File: config.mk
export PLATFORM = sky130hd
export DESIGN_NAME = uart_rx
export DESIGN_NICKNAME = d
export VERILOG_FILES = /design/src/rtl/uart_rx.sv
export SDC_FILE = /design/constraint.sdc
export NUM_CORES = 1
export LEC_CHECK = 0
export ABC_AREA = 1
export BUFFER_PORTS_ARGS = -buffer_cell sky130_fd_sc_hd__buf_2
export CORE_MARGIN = 2
export CORE_UTILIZATION = 51
export CTS_CLUSTER_DIAMETER = 150
export DETAILED_ROUTE_END_ITERATION = 12
export HOLD_SLACK_MARGIN = 0.03
export MAX_ROUTING_LAYER = met4
export PLACE_DENSITY = 0.77
export SLEW_MARGIN = 20
export SYNTH_ARGS = -nofsm -noshare
export SYNTH_HDL_FRONTEND = slang
export SYNTH_SLANG_ARGS = --single-unit
File: constraint.sdc
create_clock -name clk -period 1.7 [get_ports clk]
set_input_delay 0.17 -clock clk [delete_from_list [all_inputs] [get_ports clk]]
set_output_delay 0.17 -clock clk [all_outputs]
set_load 0.1 [all_outputs]
File: src/rtl/uart_rx.sv
// UART receive deserializer: synchronized rxd, oversampled mid-bit sampling, valid/ready holding register.
// Optional parity bit (parity_odd input, parity_err output) is compiled in with `define UART_RX_PARITY_EN.
module uart_rx #(
    parameter int DATA_BITS  = 8,
    parameter int OVERSAMPLE = 16,
    parameter int DIV_WIDTH  = 16
) (
    input  logic                 clk,
    input  logic                 rst,
    input  logic                 rxd,
    input  logic                 rx_enable,
    input  logic [DIV_WIDTH-1:0] baud_div,
`ifdef UART_RX_PARITY_EN
    input  logic                 parity_odd,
    output logic                 parity_err,
`endif
    output logic [DATA_BITS-1:0] rx_data,
    output logic                 rx_valid,
    input  logic                 rx_ready,
    output logic                 frame_err,
    output logic                 overrun_err,
    output logic                 busy
);

    localparam int SW = $clog2(OVERSAMPLE);
    localparam int BW = $clog2(DATA_BITS);
    localparam logic [SW-1:0] MID_LAST  = SW'(OVERSAMPLE / 2 - 1);
    localparam logic [SW-1:0] BIT_LAST  = SW'(OVERSAMPLE - 1);
    localparam logic [BW-1:0] DATA_LAST = BW'(DATA_BITS - 1);

    typedef enum logic [2:0] {
        S_IDLE,
        S_START,
        S_DATA,
`ifdef UART_RX_PARITY_EN
        S_PARITY,
`endif
        S_STOP
    } state_t;

    state_t                state_q, state_d;
    logic                  rxd_meta, rxd_sync, rxd_prev;
    logic                  fall, tick;
    logic [DIV_WIDTH-1:0]  div_cnt;
    logic [SW-1:0]         samp_cnt;
    logic [BW-1:0]         bit_cnt;
    logic [DATA_BITS-1:0]  shreg;
    logic                  clr_div, clr_samp, shift_en, stop_ok, stop_bad;
`ifdef UART_RX_PARITY_EN
    logic                  par_load, par_bad;
`endif

    assign fall = rxd_prev && !rxd_sync;
    assign tick = (div_cnt == baud_div);
    assign busy = (state_q != S_IDLE);

    always_comb begin
        // NOTE: every output of this block gets a default first so no path infers a latch.
        state_d  = state_q;
        clr_div  = 1'b0;
        clr_samp = 1'b0;
        shift_en = 1'b0;
        stop_ok  = 1'b0;
        stop_bad = 1'b0;
`ifdef UART_RX_PARITY_EN
        par_load = 1'b0;
`endif
        if (!rx_enable) begin
            state_d = S_IDLE;
        end else begin
            unique case (state_q)
                S_IDLE: if (fall) begin
                    state_d  = S_START;
                    clr_div  = 1'b1;
                    clr_samp = 1'b1;
                end
                // A start bit that is high again at mid-bit was a glitch.
                S_START: if (tick && samp_cnt == MID_LAST) begin
                    clr_samp = 1'b1;
                    state_d  = rxd_sync ? S_IDLE : S_DATA;
                end
                S_DATA: if (tick && samp_cnt == BIT_LAST) begin
                    clr_samp = 1'b1;
                    shift_en = 1'b1;
                    if (bit_cnt == DATA_LAST) begin
`ifdef UART_RX_PARITY_EN
                        state_d = S_PARITY;
`else
                        state_d = S_STOP;
`endif
                    end
                end
`ifdef UART_RX_PARITY_EN
                S_PARITY: if (tick && samp_cnt == BIT_LAST) begin
                    clr_samp = 1'b1;
                    par_load = 1'b1;
                    state_d  = S_STOP;
                end
`endif
                S_STOP: if (tick && samp_cnt == BIT_LAST) begin
                    stop_ok  = rxd_sync;
                    stop_bad = !rxd_sync;
                    state_d  = S_IDLE;
                end
                default: state_d = S_IDLE;
            endcase
        end
    end

    always_ff @(posedge clk) begin
        if (rst) begin
            state_q     <= S_IDLE;
            rxd_meta    <= 1'b1;
            rxd_sync    <= 1'b1;
            rxd_prev    <= 1'b1;
            div_cnt     <= '0;
            samp_cnt    <= '0;
            bit_cnt     <= '0;
            shreg       <= '0;
            rx_data     <= '0;
            rx_valid    <= 1'b0;
            frame_err   <= 1'b0;
            overrun_err <= 1'b0;
`ifdef UART_RX_PARITY_EN
            par_bad     <= 1'b0;
            parity_err  <= 1'b0;
`endif
        end else begin
            // NOTE: non-blocking assignments so every flop samples pre-edge values of the others.
            rxd_meta <= rxd;
            rxd_sync <= rxd_meta;
            rxd_prev <= rxd_sync;
            state_q  <= state_d;
            div_cnt  <= (clr_div || tick) ? '0 : div_cnt + DIV_WIDTH'(1);

            if (clr_samp)  samp_cnt <= '0;
            else if (tick) samp_cnt <= samp_cnt + SW'(1);

            if (clr_div)       bit_cnt <= '0;
            else if (shift_en) bit_cnt <= bit_cnt + BW'(1);

            if (shift_en) shreg <= {rxd_sync, shreg[DATA_BITS-1:1]};

            frame_err   <= stop_bad;
            overrun_err <= 1'b0;
            if (rx_valid && rx_ready) rx_valid <= 1'b0;
            // A completed byte is loaded only if the holding register is free or being drained now.
            if (stop_ok) begin
                if (rx_valid && !rx_ready) begin
                    overrun_err <= 1'b1;
                end else begin
                    rx_data  <= shreg;
                    rx_valid <= 1'b1;
                end
            end
`ifdef UART_RX_PARITY_EN
            if (par_load) par_bad <= ((^shreg) ^ rxd_sync) != parity_odd;
            parity_err <= stop_ok && par_bad;
`endif
        end
    end

endmodule
### Word level (Yosys, flattened, before mapping)

Cells that the tools add are included.

| storage, ports and cells | value |
|---|---|
| flip-flop bits (word level) | 48 |
| input port bits | 21 |
| output and inout port bits | 12 |
| word-level logic and storage cells | 73 |

| operators by class | value |
|---|---|
| $add $sub $neg | 3 |
| equal/unequal tests | 12 |
| muxes and demuxes | 23 |
| bitwise gates (word level) | 5 |
| reductions and logical operators | 18 |

Operators by type and width:

| kind | number |
|---|---|
| adder 16 x 1 -> 16 bit, second input constant | 1 |
| == test 16 bit | 1 |
| 2-to-1 mux 1 bit | 15 |
| 2-to-1 mux 3 bit | 5 |
| one-hot mux 3 bit (4 select lines) | 1 |
| != test 2 bit, second input constant | 5 |
| OR reduction 2 bit | 5 |
| == test 3 x 2 -> 1 bit, second input constant | 2 |
| logical AND 1 bit | 5 |
| inverter 1 bit | 5 |
| AND reduction 5 bit | 1 |
| adder 4 x 1 -> 4 bit, second input constant | 1 |
| == test 4 x 3 -> 1 bit, second input constant | 1 |
| == test 4 bit, second input constant | 1 |
| OR reduction 4 bit | 1 |
| adder 3 x 1 -> 3 bit, second input constant | 1 |
| == test 3 x 1 -> 1 bit, second input constant | 1 |
| == test 3 bit, second input constant | 1 |
| logical NOT 3 bit | 1 |
| one-hot mux 1 bit (3 select lines) | 1 |
| nonzero test 3 bit | 1 |
| logical NOT 1 bit | 2 |
| 2-to-1 mux 2 bit | 1 |
| AND reduction 2 bit | 1 |
| logical OR 1 bit | 1 |

### Depth between registers and ports, before layout

| depth | value |
|---|---|
| word-level depth | 7 |
| mapped depth | 13 |
| depth with buffers taken out | 13 |

### Worst setup path before layout

OpenSTA, ideal clock, no wires.

| path | value |
|---|---|
| path kind | reg2reg |
| start point | reg state_q[0] |
| end point | reg div_cnt[14] |
| stages on the path, launching flop included | 9 |
| arrival time | 1.970 ns |
| clock period less this slack | 2.049 ns |
| buffers on the path | 0 |
| library setup time | 0.079 ns |
| slack | -0.349 ns |
| required time | 1.621 ns |
| path through | dfxtp_1 > inv_1 > nand2_1 > nor2_1 > nand2_1 > nand2_1 > nor2_2 > clkinv_1 > nor3_1 |

| on the way | value |
|---|---|
| word-level cells in the longest chain between the ends | 5 |

RTL lines:

| item | line | text |
|---|---|---|
| from (decl) | 41 | `state_t state_q, state_d;` |
| from (signal assigned) | 133 | `state_q <= state_d;` |
| logical NOT 3 bit | 71 | `unique case (state_q)` |
| 2-to-1 mux 1 bit | 71 |  |
| 2-to-1 mux 1 bit | 68 | `if (!rx_enable) begin` |
| logical OR 1 bit | 134 | `div_cnt <= (clr_div \|\| tick) ? '0 : div_cnt + DIV_WIDTH'(1);` |
| OR reduction 2 bit (no source line) | n/a |  |
| to (signal assigned) | 134 |  |
| to (decl) | 44 | `logic [DIV_WIDTH-1:0] div_cnt;` |

No other way between the ends.
A chain may end at the register's enable or synchronous reset.

### Worst setup path after layout

| path | value |
|---|---|
| start point | reg div_cnt[0] |
| end point | reg shreg[6] |

| on the way | value |
|---|---|
| word-level cells in the longest chain between the ends | 5 |

RTL lines:

| item | line | text |
|---|---|---|
| == test 16 bit | 54 | `assign tick = (div_cnt == baud_div);` |
| logical AND 1 bit | 82 | `S_DATA: if (tick && samp_cnt == BIT_LAST) begin` |
| 2-to-1 mux 1 bit | 82 |  |
| 2-to-1 mux 1 bit | 71 |  |
| 2-to-1 mux 1 bit | 68 |  |
| to (signal assigned) | 142 | `if (shift_en) shreg <= {rxd_sync, shreg[DATA_BITS-1:1]};` |
| to (decl) | 47 | `logic [DATA_BITS-1:0] shreg;` |

No other way between the ends.

==> run summary <==
Status = finished, violations left
Failing checks = setup timing
Io pins = 33
R2R Path End = shreg[6]
Reg power frac = 57.0%
Post-Syn Area per Cell = 6.44 um2
Die span in x = 72.7 um
Share of layout cells above drive strength 1 = 39.2%
Insertion delay to the later sink of the worst-skew pair = 290 ps
Most area-hungry cell type in the Yosys netlist = dfxtp_1
Vias in the first global route = 2331
Met3 Use GR = 4.42%
# diodes = 0
Hold path cells = 2
Max Freq = 0.539 GHz
Initial Utilization = 54.2%
Multi-input gate area = 1390 um2
1st-iter DRT viols = 138
Logic gate share of total power = 9.0%
Asr flop ratio synth = 0%
Unrepaired setup endpoints after global routing = yes
Antenna Nets Post-Route = 0
Clock sink total = 47
Min Tclk post-route = 1860 ps
CP required = 1930 ps
Synth top cells by count = nand2_1 (98), inv_1 (69), nor2_1 (64)
PortBufs = 32
Area grow syn2layout = 35.5%
Initial antenna violation count = 0
Worst setup SP type = flop
Setup Crit Path Kind = flop to flop
Met1 Use GR = 26.8%
Clock root buffer = clkbuf_8
Net Sw Frac = 25.7%
Via Count = 2452
Die H = 72.7 um
Internal power = 0.00146 W
EDFF count, synth = 0
Synth top area share = 39.1%
Num CTS Buffers = 5
Slew Limit Fails = 0
Top post-synthesis cells by area = dfxtp_1 (39%), nand2_1 (15%), inv_1 (11%)
Tightest Pin Transition = 497 ps
Sequential-to-total area share from yosys stat = 39.1%
CTS tree = yes
Residual DRC = 0
Register area = 971 um2
Top-count cell post-synth = nand2_1
P per Cell Area = 603 nW/um2
Yosys warning count = 0
Clock slew at reported path FFs = 90 ps
Worst rel slew slack = 67.1%
Final count of hold timing violations = 0
FF+latch count, synth = 47
# nets final = 468
Total grt overflow = 0
Yosys cell types = 27
Wire length of the first global-routing pass = 9.37 mm
Final worst setup slack = -157 ps
Post-Syn Instances = 374
Post-Route Utilization = 73.4%
Reg2Reg Depth = 14
GR met2 Demand/Resource = 38.3%
Switching power = 0.000506 W
Die area = 5290 um2
Final setup fails = 20
GRT busiest layer = met2
Synth Flop Type = dfxtp_1
MaxCap Viol Count = 0
H-tree levels = 2
Leak = 1.56 nW
Final HPWL DP = 3.81 mm
GRT Resource Usage Total = 22.9%
CP endpoint kind = flop
Power, Total = 0.00197 W
Hold crit path type = input pin to flop
Core ar. = 4440 um2
Hold Path End = rxd_meta
RD Place Congestion = 0.887
Clock skew = 6.17 ps
Via density = 4.94
WL final = 5.80 mm
Clock buffer depth = 2
Fin crit share = 109%
DRT Pass-1 Iters = 4
Pin count of the biggest net entering global routing = 19
Avg WL per Cell = 11.7 um
Worst vdd ir = 528 uV
Crit-path max FO = 5
CP Data Arrival Time = 2090 ps
Hold Path Origin = rxd
Clock network power share = 34.0%
Syn Nets = 399
Row count = 24
Filler Cell Count = 324
Worst r2r src = div_cnt[0]
Netlist Area Pre-Place = 2410 um2
Reg2reg setup slack = -160 ps
[kinds of logic (layout without fill, tap and decap cells)]
| kind of cell | Yosys count | after routing | share of synthesized area, % |
|---|---|---|---|
| fa+ha+maj | 4 | 4 | 2.08 |
| xor+xnor | 7 | 7 | 2.55 |
| flops | 47 | 47 | 39.1 |
| simple gates | 206 | 206 | 37.4 |
| compound gates | 28 | 28 | 6.08 |
| buf+inv | 82 | 152 | 12.8 |
[state kept, by name, indices dropped and copies added, names as in the netlist]
register	count
div_cnt	16
rx_data	8
shreg	8
samp_cnt	4
bit_cnt	3
state_q	2
frame_err	1
overrun_err	1
rx_valid	1
rxd_meta	1
rxd_prev	1
rxd_sync	1
[power by group through the flow]
stage          combinational (W)  clock, W  sequential (W)
2_1_floorplan          0.0000916         0         0.00114
4_1_cts                 0.000152  0.000691         0.00112
3_3_place_gp            0.000141         0         0.00114
6_report                0.000178  0.000669         0.00112
5_1_grt                 0.000196  0.000727         0.00112
3_5_place_dp            0.000146         0         0.00114
[final cells by class]
type	instances	area share, %
inverters	78	9.21
well taps	52	1.99
multi-input cells	245	42.5
clock buffers	5	2.11
clock inverters	3	0.614
repair buffers	66	13.8
flip-flops and latches	47	29.8
[per-stage QoR]
stage / setup slack, ps / setup TNS (ps) / instances / cell area, um2 / hold slack (ps)
after floorplan: 12.3 / 0 / 374 / 2410 / 274
after detailed placement: -79.0 / -834 / 478 / 2820 / 358
after global placement: -38.4 / -334 / 478 / 2820 / 356
after global routing: -236 / -4580 / 496 / 3260 / 42.4
final: -157 / -1860 / 496 / 3260 / 49.8
after CTS: -36.5 / -223 / 489 / 3000 / 43.6
[worst max path at each step]
stage	startpoint	to	slack [ps]	depth (start not counted)
2_1_floorplan	rx_valid	rx_data[0]	10	5
3_3_place_gp	div_cnt[4]	rx_data[4]	-40	13
3_5_place_dp	div_cnt[4]	rx_data[3]	-80	13
4_1_cts	div_cnt[11]	rx_data[3]	-40	13
5_1_grt	div_cnt[5]	bit_cnt[0]	-240	14
6_report	div_cnt[0]	shreg[6]	-160	14
[cell usage in the layout, fill, tap and decap left out, types with 11 or more instances in the layout]
master / Yosys / layout
buf_2: 1 / 32
buf_4: 0 / 29
dfxtp_1: 47 / 31
dfxtp_2: 0 / 12
inv_1: 69 / 53
inv_2: 7 / 21
nand2_1: 98 / 75
nand2_2: 1 / 22
nand4_1: 11 / 11
nor2_1: 64 / 48
nor2_2: 2 / 13
o21ai_0: 15 / 11
[what timing repair did]
item	CTS	global route
hold buffers	0	0
gates cloned	1	0
setup endpoints to repair	31	37
resized for setup	26	82
setup buffers	2	8
endpoints found under the hold margin	0	0
pin swaps	8	37
[routing by layer]
layer | vias to the layer above | part of all wire, %
li1 | 1271 | -
met1 | 1102 | 43
met2 | 69 | 50
met3 | 10 | 4.4
met4 | 0 | 2.3
met5 | - | 0
[worst max-delay path: stages, from the launching register on]
cell	delay (ps)
dfxtp_4	390
inv_2	40
nand2_2	60
nand2_1	80
nor2_2	100
nand2_2	70
nor2_4	150
nand3_4	110
buf_4	150
inv_2	50
nand2_2	60
nor2_4	170
buf_6	140
o21ai_0	80
nor2_1	140
(Power assumes the default switching activity.)
